$ cat config.mk
export PLATFORM = sky130hd
export DESIGN_NAME = store_buffer_pq
export DESIGN_NICKNAME = d
export VERILOG_FILES = /design/src/rtl/store_buffer_pq.sv
export SDC_FILE = /design/constraint.sdc
export NUM_CORES = 2
export LEC_CHECK = 0
export BUFFER_PORTS_ARGS = -buffer_cell sky130_fd_sc_hd__buf_2
export CAP_MARGIN = 20
export CELL_PAD_IN_SITES_DETAIL_PLACEMENT = 0
export CELL_PAD_IN_SITES_GLOBAL_PLACEMENT = 1
export CORE_ASPECT_RATIO = 0.6
export CORE_MARGIN = 10
export CORE_UTILIZATION = 45
export CTS_CLUSTER_DIAMETER = 80
export DETAILED_ROUTE_END_ITERATION = 6
export PLACE_DENSITY_LB_ADDON = 0.1
export SYNTH_ARGS = -nofsm -noshare
export SYNTH_HDL_FRONTEND = slang
export SYNTH_SLANG_ARGS = --single-unit
$ cat constraint.sdc
create_clock -name clk -period 9 [get_ports clk]
set_clock_uncertainty 0.05 [all_clocks]
set_input_delay 2.7 -clock clk [delete_from_list [all_inputs] [get_ports clk]]
set_output_delay 2.7 -clock clk [all_outputs]
set_load 0.03 [all_outputs]
$ cat src/rtl/store_buffer_pq.sv
// Store buffer between the LSU and the D-cache write port. Stores are allocated
// speculatively, committed in order by the ROB, drained in order, and forward bytes to loads.
module store_buffer_pq #(
  parameter int unsigned XLEN      = 32,
  parameter int unsigned DEPTH     = 8,
  parameter int unsigned ROB_TAG_W = 5
) (
  input  logic                  clk,
  input  logic                  rst_n,
  input  logic                  alloc_valid,
  output logic                  alloc_ready,
  input  logic [XLEN-1:0]       alloc_addr,
  input  logic [XLEN-1:0]       alloc_data,
  input  logic [XLEN/8-1:0]     alloc_mask,
  input  logic [ROB_TAG_W-1:0]  alloc_rob_tag,
  input  logic                  alloc_nonidem,
  input  logic                  commit_valid,
  input  logic [ROB_TAG_W-1:0]  commit_rob_tag,
  output logic                  commit_err,
  input  logic                  flush,
  input  logic [XLEN-1:0]       ld_addr,
  input  logic [XLEN/8-1:0]     ld_mask,
  output logic [XLEN-1:0]       fwd_data,
  output logic [XLEN/8-1:0]     fwd_mask,
  output logic                  fwd_hit,
  output logic                  fwd_partial,
  output logic                  mem_req_valid,
  input  logic                  mem_req_ready,
  output logic [XLEN-1:0]       mem_req_addr,
  output logic [XLEN-1:0]       mem_req_data,
  output logic [XLEN/8-1:0]     mem_req_mask,
  output logic                  nonidem_exists,
  output logic                  sb_empty
);

  localparam int unsigned MW  = XLEN / 8;
  localparam int unsigned IW  = $clog2(DEPTH);
  localparam int unsigned PW  = IW + 1;
  localparam int unsigned OFS = $clog2(MW);

  typedef struct packed {
    logic [XLEN-1:0]      addr;
    logic [XLEN-1:0]      data;
    logic [MW-1:0]        mask;
    logic [ROB_TAG_W-1:0] tag;
    logic                 nonidem;
  } entry_t;

  logic [PW-1:0]    head_q, head_d, cmt_q, cmt_d, tail_q, tail_d;
  logic [DEPTH-1:0] valid_q, valid_d;
  entry_t           ent_q [DEPTH];
  entry_t           ent_d [DEPTH];
  logic             commit_err_q, commit_err_d;

  logic             full, alloc_fire, commit_ok, drain;
  logic [PW-1:0]    spec_cnt, occ;
  logic [IW-1:0]    off, fidx;
  logic [MW-1:0]    lane_hit;
  logic [XLEN-1:0]  lane_data;
  logic             unused_ld_lsb;

  assign unused_ld_lsb = ^ld_addr[OFS-1:0];

  always_comb begin
    full          = (tail_q ^ head_q) == {1'b1, {IW{1'b0}}};
    alloc_ready   = !full && !flush;
    alloc_fire    = alloc_valid && alloc_ready;
    commit_ok     = commit_valid && (cmt_q != tail_q) &&
                    (ent_q[cmt_q[IW-1:0]].tag == commit_rob_tag);
    mem_req_valid = head_q != cmt_q;
    drain         = mem_req_valid && mem_req_ready;

    valid_d      = valid_q;
    ent_d        = ent_q;
    head_d       = head_q + PW'(drain);
    cmt_d        = cmt_q + PW'(commit_ok);
    tail_d       = tail_q;
    commit_err_d = commit_valid && !commit_ok;
    off          = '0;
    spec_cnt     = tail_q - cmt_d;

    if (drain) valid_d[head_q[IW-1:0]] = 1'b0;

    // Flush kills exactly the slots in [cmt_d, tail), measured as distance from cmt_d
    if (flush) begin
      tail_d = cmt_d;
      for (int unsigned i = 0; i < DEPTH; i++) begin
        off = IW'(i) - cmt_d[IW-1:0];
        if ({1'b0, off} < spec_cnt) valid_d[i] = 1'b0;
      end
    end else if (alloc_fire) begin
      ent_d[tail_q[IW-1:0]].addr    = alloc_addr;
      ent_d[tail_q[IW-1:0]].data    = alloc_data;
      ent_d[tail_q[IW-1:0]].mask    = alloc_mask;
      ent_d[tail_q[IW-1:0]].tag     = alloc_rob_tag;
      ent_d[tail_q[IW-1:0]].nonidem = alloc_nonidem;
      valid_d[tail_q[IW-1:0]]       = 1'b1;
      tail_d                        = tail_q + PW'(1);
    end
  end

  always_comb begin
    mem_req_addr = ent_q[head_q[IW-1:0]].addr;
    mem_req_data = ent_q[head_q[IW-1:0]].data;
    mem_req_mask = ent_q[head_q[IW-1:0]].mask;
    commit_err   = commit_err_q;
    sb_empty     = tail_q == head_q;
    nonidem_exists = 1'b0;
    for (int unsigned i = 0; i < DEPTH; i++)
      if (valid_q[i] && ent_q[i].nonidem) nonidem_exists = 1'b1;
  end

  // Oldest-to-youngest walk so a later (younger) match overwrites an older lane
  always_comb begin
    lane_hit  = '0;
    lane_data = '0;
    fidx      = '0;
    occ       = tail_q - head_q;
    for (int unsigned k = 0; k < DEPTH; k++) begin
      fidx = head_q[IW-1:0] + IW'(k);
      if ((PW'(k) < occ) && valid_q[fidx] &&
          (ent_q[fidx].addr[XLEN-1:OFS] == ld_addr[XLEN-1:OFS])) begin
        for (int unsigned b = 0; b < MW; b++) begin
          if (ent_q[fidx].mask[b]) begin
            lane_hit[b]        = 1'b1;
            lane_data[b*8 +: 8] = ent_q[fidx].data[b*8 +: 8];
          end
        end
      end
    end
    fwd_mask = lane_hit & ld_mask;
    fwd_data = '0;
    for (int unsigned b = 0; b < MW; b++)
      if (fwd_mask[b]) fwd_data[b*8 +: 8] = lane_data[b*8 +: 8];
    fwd_hit     = (ld_mask != '0) && ((ld_mask & ~fwd_mask) == '0);
    fwd_partial = (fwd_mask != '0) && !fwd_hit;
  end

  always_ff @(posedge clk or negedge rst_n) begin
    if (!rst_n) begin
      head_q       <= '0;
      cmt_q        <= '0;
      tail_q       <= '0;
      valid_q      <= '0;
      commit_err_q <= 1'b0;
      for (int unsigned i = 0; i < DEPTH; i++) ent_q[i] <= '0;
    end else begin
      head_q       <= head_d;
      cmt_q        <= cmt_d;
      tail_q       <= tail_d;
      valid_q      <= valid_d;
      commit_err_q <= commit_err_d;
      for (int unsigned i = 0; i < DEPTH; i++) ent_q[i] <= ent_d[i];
    end
  end

endmodule

==> impl_metrics.prom <==
# TYPE chip_impl_metric gauge
chip_impl_metric{name="finalPower",unit="mW"} 24.4
chip_impl_info{name="worstSetupEndpointType",value="output port"} 1
chip_impl_metric{name="clkPwrFrac",unit="%"} 12.7
chip_impl_metric{name="wire_length_of_the_first_global_routing_pass",unit="microns"} 309000
chip_impl_metric{name="reg2reg_slack",unit="ns"} 3.58
chip_impl_metric{name="synth-warning-count",unit=""} 0
chip_impl_info{name="r2r_path_start",value="cmt_q[0]$_DFF_PN0_"} 1
chip_impl_metric{name="data_arrival_time_at_the_worst_slack_endpoint",unit="ns"} 6.27
chip_impl_metric{name="post-dp-hpwl",unit="microns"} 158000
chip_impl_metric{name="synth_nets",unit=""} 4631
chip_impl_metric{name="netSwitchingFraction",unit="%"} 51.0
chip_impl_metric{name="largest_voltage_drop_on_the_vdd_net",unit="mV"} 0.478
chip_impl_metric{name="n_fill_cell",unit=""} 10100
chip_impl_metric{name="pwr-share-seq",unit="%"} 17.9
chip_impl_metric{name="yosys_register_bits",unit=""} 613
chip_impl_metric{name="finalSetupViolCount",unit=""} 1
chip_impl_metric{name="layout-drive-gt1-share",unit="%"} 42.2
chip_impl_metric{name="internal_power",unit="mW"} 12.0
chip_impl_metric{name="timing_worst_slew_pin_value",unit="ns"} 1.03
chip_impl_metric{name="viasPerCell",unit=""} 6.84
chip_impl_metric{name="worst_r2r_path_depth",unit=""} 15
chip_impl_metric{name="timing_max_transition_violations_final",unit=""} 0
chip_impl_metric{name="synth-edff-count",unit=""} 0
chip_impl_metric{name="die_height",unit="microns"} 283
chip_impl_metric{name="relSlewSlack",unit="%"} 31.5
chip_impl_info{name="start_point_of_the_worst_min_delay_path",value="ent_q[413]$_DFFE_PN0P_"} 1
chip_impl_metric{name="die_w",unit="microns"} 458
chip_impl_metric{name="totalWireLength",unit="microns"} 217000
chip_impl_metric{name="die_footprint",unit="sq um"} 129000
chip_impl_metric{name="cts_buffers",unit=""} 68
chip_impl_metric{name="min_delay_path_depth",unit=""} 1
chip_impl_metric{name="power.combinational.fraction",unit="%"} 69.4
chip_impl_info{name="synth_area_leaders",value="sky130_fd_sc_hd__dfrtp_1 (30%), sky130_fd_sc_hd__mux4_2 (22%), sky130_fd_sc_hd__mux2_2 (15%)"} 1
chip_impl_metric{name="postRouteAntennaNets",unit=""} 0
chip_impl_metric{name="switchingPower",unit="mW"} 12.4
chip_impl_info{name="tritoncts",value="done"} 1
chip_impl_metric{name="async_reset_ff_share",unit="%"} 100
chip_impl_metric{name="grt_max_degree",unit=""} 144
chip_impl_metric{name="critical_path_peak_fanout",unit=""} 9
chip_impl_metric{name="cts_max_path_buffers",unit=""} 3
chip_impl_metric{name="post_synth.cell_area_avg",unit="sq um"} 11.5
chip_impl_metric{name="clock.fmax",unit="MHz"} 111
chip_impl_metric{name="htree_num_levels",unit=""} 3
chip_impl_info{name="startpoint",value="ld_addr[19]"} 1
chip_impl_info{name="status",value="finished with violations"} 1
chip_impl_metric{name="hold_ws",unit="ns"} 0.452
chip_impl_metric{name="fp.coreArea",unit="sq um"} 114000
chip_impl_metric{name="drv_cap",unit=""} 0
chip_impl_metric{name="setup_slack",unit="ns"} -0.0198
chip_impl_metric{name="final_net_count",unit=""} 4895
chip_impl_metric{name="io_pins",unit=""} 232
chip_impl_info{name="cts-root-buf",value="sky130_fd_sc_hd__clkbuf_16"} 1
chip_impl_metric{name="mappedNetlistArea",unit="sq um"} 51700
chip_impl_info{name="ys.flop_type",value="sky130_fd_sc_hd__dfrtp_1"} 1
chip_impl_metric{name="cts.sink_count",unit=""} 613
chip_impl_metric{name="powerDensity",unit="nW/um^2"} 413
chip_impl_info{name="worst_hold_path.endpoint",value="ent_q[413]$_DFFE_PN0P_"} 1
chip_impl_metric{name="power.static_leakage",unit="nW"} 25.1
chip_impl_metric{name="drcViolationCount",unit=""} 0
chip_impl_metric{name="finalHoldViolCount",unit=""} 0
chip_impl_metric{name="worst_path_clk_slew",unit="ns"} 0.06
chip_impl_info{name="regToRegEndpoint",value="valid_q[3]$_DFF_PN0_"} 1
chip_impl_metric{name="finish.utilization",unit="%"} 51.7
chip_impl_metric{name="route.vias.total",unit=""} 43200
chip_impl_info{name="layout.cells.most_common_list",value="sky130_fd_sc_hd__mux2_2 (705), sky130_fd_sc_hd__dfrtp_1 (610), sky130_fd_sc_hd__mux4_2 (501)"} 1
chip_impl_metric{name="buffer_ports.inserted",unit=""} 229
chip_impl_metric{name="required_time_at_the_endpoint_of_the_critical_path",unit="ns"} 6.25
chip_impl_metric{name="final_cell_count_no_fill",unit=""} 6322
chip_impl_metric{name="wl_per_cell",unit="microns"} 34.2
chip_impl_metric{name="cell_count_after_synthesis",unit=""} 4479
chip_impl_metric{name="grt_pass1_vias",unit=""} 40100
chip_impl_info{name="timing.setup.critical_path_class",value="input port to output port"} 1
chip_impl_metric{name="grt.overflow.total",unit=""} 0
chip_impl_info{name="most_common_cell_after_layout_fill_and_taps_aside",value="sky130_fd_sc_hd__mux2_2"} 1
chip_impl_info{name="min_path_type",value="register to register"} 1
chip_impl_metric{name="replace_congestion",unit=""} 1.09
chip_impl_info{name="crit_path_start_kind",value="input port"} 1
chip_impl_metric{name="clock_latency",unit="ns"} 0.70
chip_impl_metric{name="grt_antenna_before_repair",unit=""} 25
chip_impl_metric{name="synthDistinctLibCells",unit=""} 95
chip_impl_metric{name="area.growth.synth_to_final",unit="%"} 14.2
chip_impl_metric{name="track_usage",unit="%"} 32.7
chip_impl_metric{name="floorplan.initialDensity",unit="%"} 45.3
chip_impl_metric{name="drt-initial-drc-count",unit=""} 5831
chip_impl_metric{name="final.period_utilization",unit="%"} 100
chip_impl_info{name="failed_checks",value="negative setup slack"} 1
chip_impl_info{name="netlist.top_cell.by_area",value="sky130_fd_sc_hd__dfrtp_1"} 1
chip_impl_metric{name="placed_cells_incl_taps",unit=""} 6185
chip_impl_metric{name="fin_crit",unit="ns"} 9.02
chip_impl_metric{name="drt_pre_antenna_iters",unit=""} 6
chip_impl_metric{name="yosysSeqAreaShare",unit="%"} 29.7
chip_impl_metric{name="placementRows",unit=""} 96
chip_impl_metric{name="post-synth-top-area-fraction",unit="%"} 29.7
-- synth_stat cells, types with 33 or more instances --
cell type / n
sky130_fd_sc_hd__a21oi_1: 123
sky130_fd_sc_hd__nand2_1: 447
sky130_fd_sc_hd__o22ai_1: 42
sky130_fd_sc_hd__a221oi_1: 41
sky130_fd_sc_hd__nor2_1: 92
sky130_fd_sc_hd__o21ai_0: 118
sky130_fd_sc_hd__o21a_1: 33
sky130_fd_sc_hd__mux2_2: 705
sky130_fd_sc_hd__clkbuf_1: 202
sky130_fd_sc_hd__dfrtp_1: 613
sky130_fd_sc_hd__xor2_1: 40
sky130_fd_sc_hd__nand2b_1: 38
sky130_fd_sc_hd__a22oi_1: 33
sky130_fd_sc_hd__buf_1: 39
sky130_fd_sc_hd__mux4_2: 501
sky130_fd_sc_hd__inv_1: 59
sky130_fd_sc_hd__buf_2: 97
sky130_fd_sc_hd__mux2i_1: 326
sky130_fd_sc_hd__nand3_1: 116
sky130_fd_sc_hd__and2_1: 39
sky130_fd_sc_hd__xnor2_1: 167
sky130_fd_sc_hd__nand4_1: 50
-- state kept, by name (all words and copies together), names as in the netlist --
| name | count |
|---|---|
| commit_err | 1 |
| cmt_q | 4 |
| head_q | 4 |
| valid_q | 8 |
| tail_q | 4 |
| ent_q | 592 |
-- through the flow --
step / setup WS [ns] / setup TNS (ns) / cell area [sq um]
2_1_floorplan: -0.0612 / -0.423 / 51800
5_1_grt: -0.0319 / -0.0319 / 59100
3_3_place_gp: -0.157 / -0.974 / 56200
4_1_cts: 0.000682 / 0 / 58800
3_5_place_dp: -0.177 / -1.23 / 56200
6_report: -0.0198 / -0.0198 / 59100
-- metal layers --
layer,vias up,global-route usage (%),wire length [microns]
li1,18000,-,-
met1,22600,51.7,103000
met2,2400,41.6,82500
met3,241,11.8,27100
met4,18,6.18,4230
met5,-,0,130
-- cells by family after synthesis --
kind of cell	Yosys count	share of synthesized area (%)
muxes	1533	43.5
and+or+nand+nor	948	8.89
AOI/OAI and AO/OA	679	9.31
DFF	613	29.7
buffers and inverters	468	4.35
xor gates and xnor gates	207	3.50
adders and majority gates	31	0.793
-- power groups by stage --
| stage | sequential [mW] | clock (mW) | combinational (mW) |
|---|---|---|---|
| after floorplan | 4.00 | 0 | 11.0 |
| after global placement | 4.33 | 0 | 16.2 |
| after detailed placement | 4.37 | 0 | 16.3 |
| after CTS | 4.33 | 3.15 | 16.4 |
| after global routing | 4.48 | 3.25 | 17.6 |
| final | 4.37 | 3.09 | 16.9 |
-- worst max-delay path: stages --
cell and delay, ns:
sky130_fd_sc_hd__buf_2 0.18, sky130_fd_sc_hd__inv_1 0.09, sky130_fd_sc_hd__buf_4 0.16, sky130_fd_sc_hd__buf_4 0.17
sky130_fd_sc_hd__a22oi_1 0.36, sky130_fd_sc_hd__o2111ai_1 0.32, sky130_fd_sc_hd__o21ai_0 0.20, sky130_fd_sc_hd__nand4_1 0.19
sky130_fd_sc_hd__buf_4 0.21, sky130_fd_sc_hd__or4_1 0.62, sky130_fd_sc_hd__nand3_1 0.14, sky130_fd_sc_hd__o31a_1 0.24
sky130_fd_sc_hd__buf_12 0.16, sky130_fd_sc_hd__o311a_1 0.29, sky130_fd_sc_hd__buf_4 0.21
-- repair_timing --
item	4_1_cts	5_1_grt
setup buffers	2	5
hold buffers	0	0
endpoints found under the setup margin	16	34
resized for setup	21	65
pin swaps	5	18
-- worst max path at each step --
stage | end | slack (ns) | depth (start not counted)
final | fwd_data[26] | -0.02 | 15
after floorplan | fwd_partial | -0.06 | 25
after CTS | fwd_data[23] | 0.0007 | 11
after global routing | fwd_data[27] | -0.03 | 17
after global placement | fwd_data[24] | -0.16 | 13
after detailed placement | fwd_data[24] | -0.18 | 13
-- area by class of cell --
cell class / instances / area [sq um] / share of cell area [%]
Sequential cell: 613 / 15400 / 26.0
Clock inverter: 28 / 384 / 0.650
Tap cell: 1519 / 1900 / 3.22
Multi-Input combinational cell: 3398 / 34700 / 58.7
Timing Repair Buffer: 584 / 4400 / 7.44
Clock buffer: 96 / 2020 / 3.42
Antenna cell: 6 / 15.0 / 0.0254
Inverter: 78 / 322 / 0.544
(Power assumes the default switching activity.)
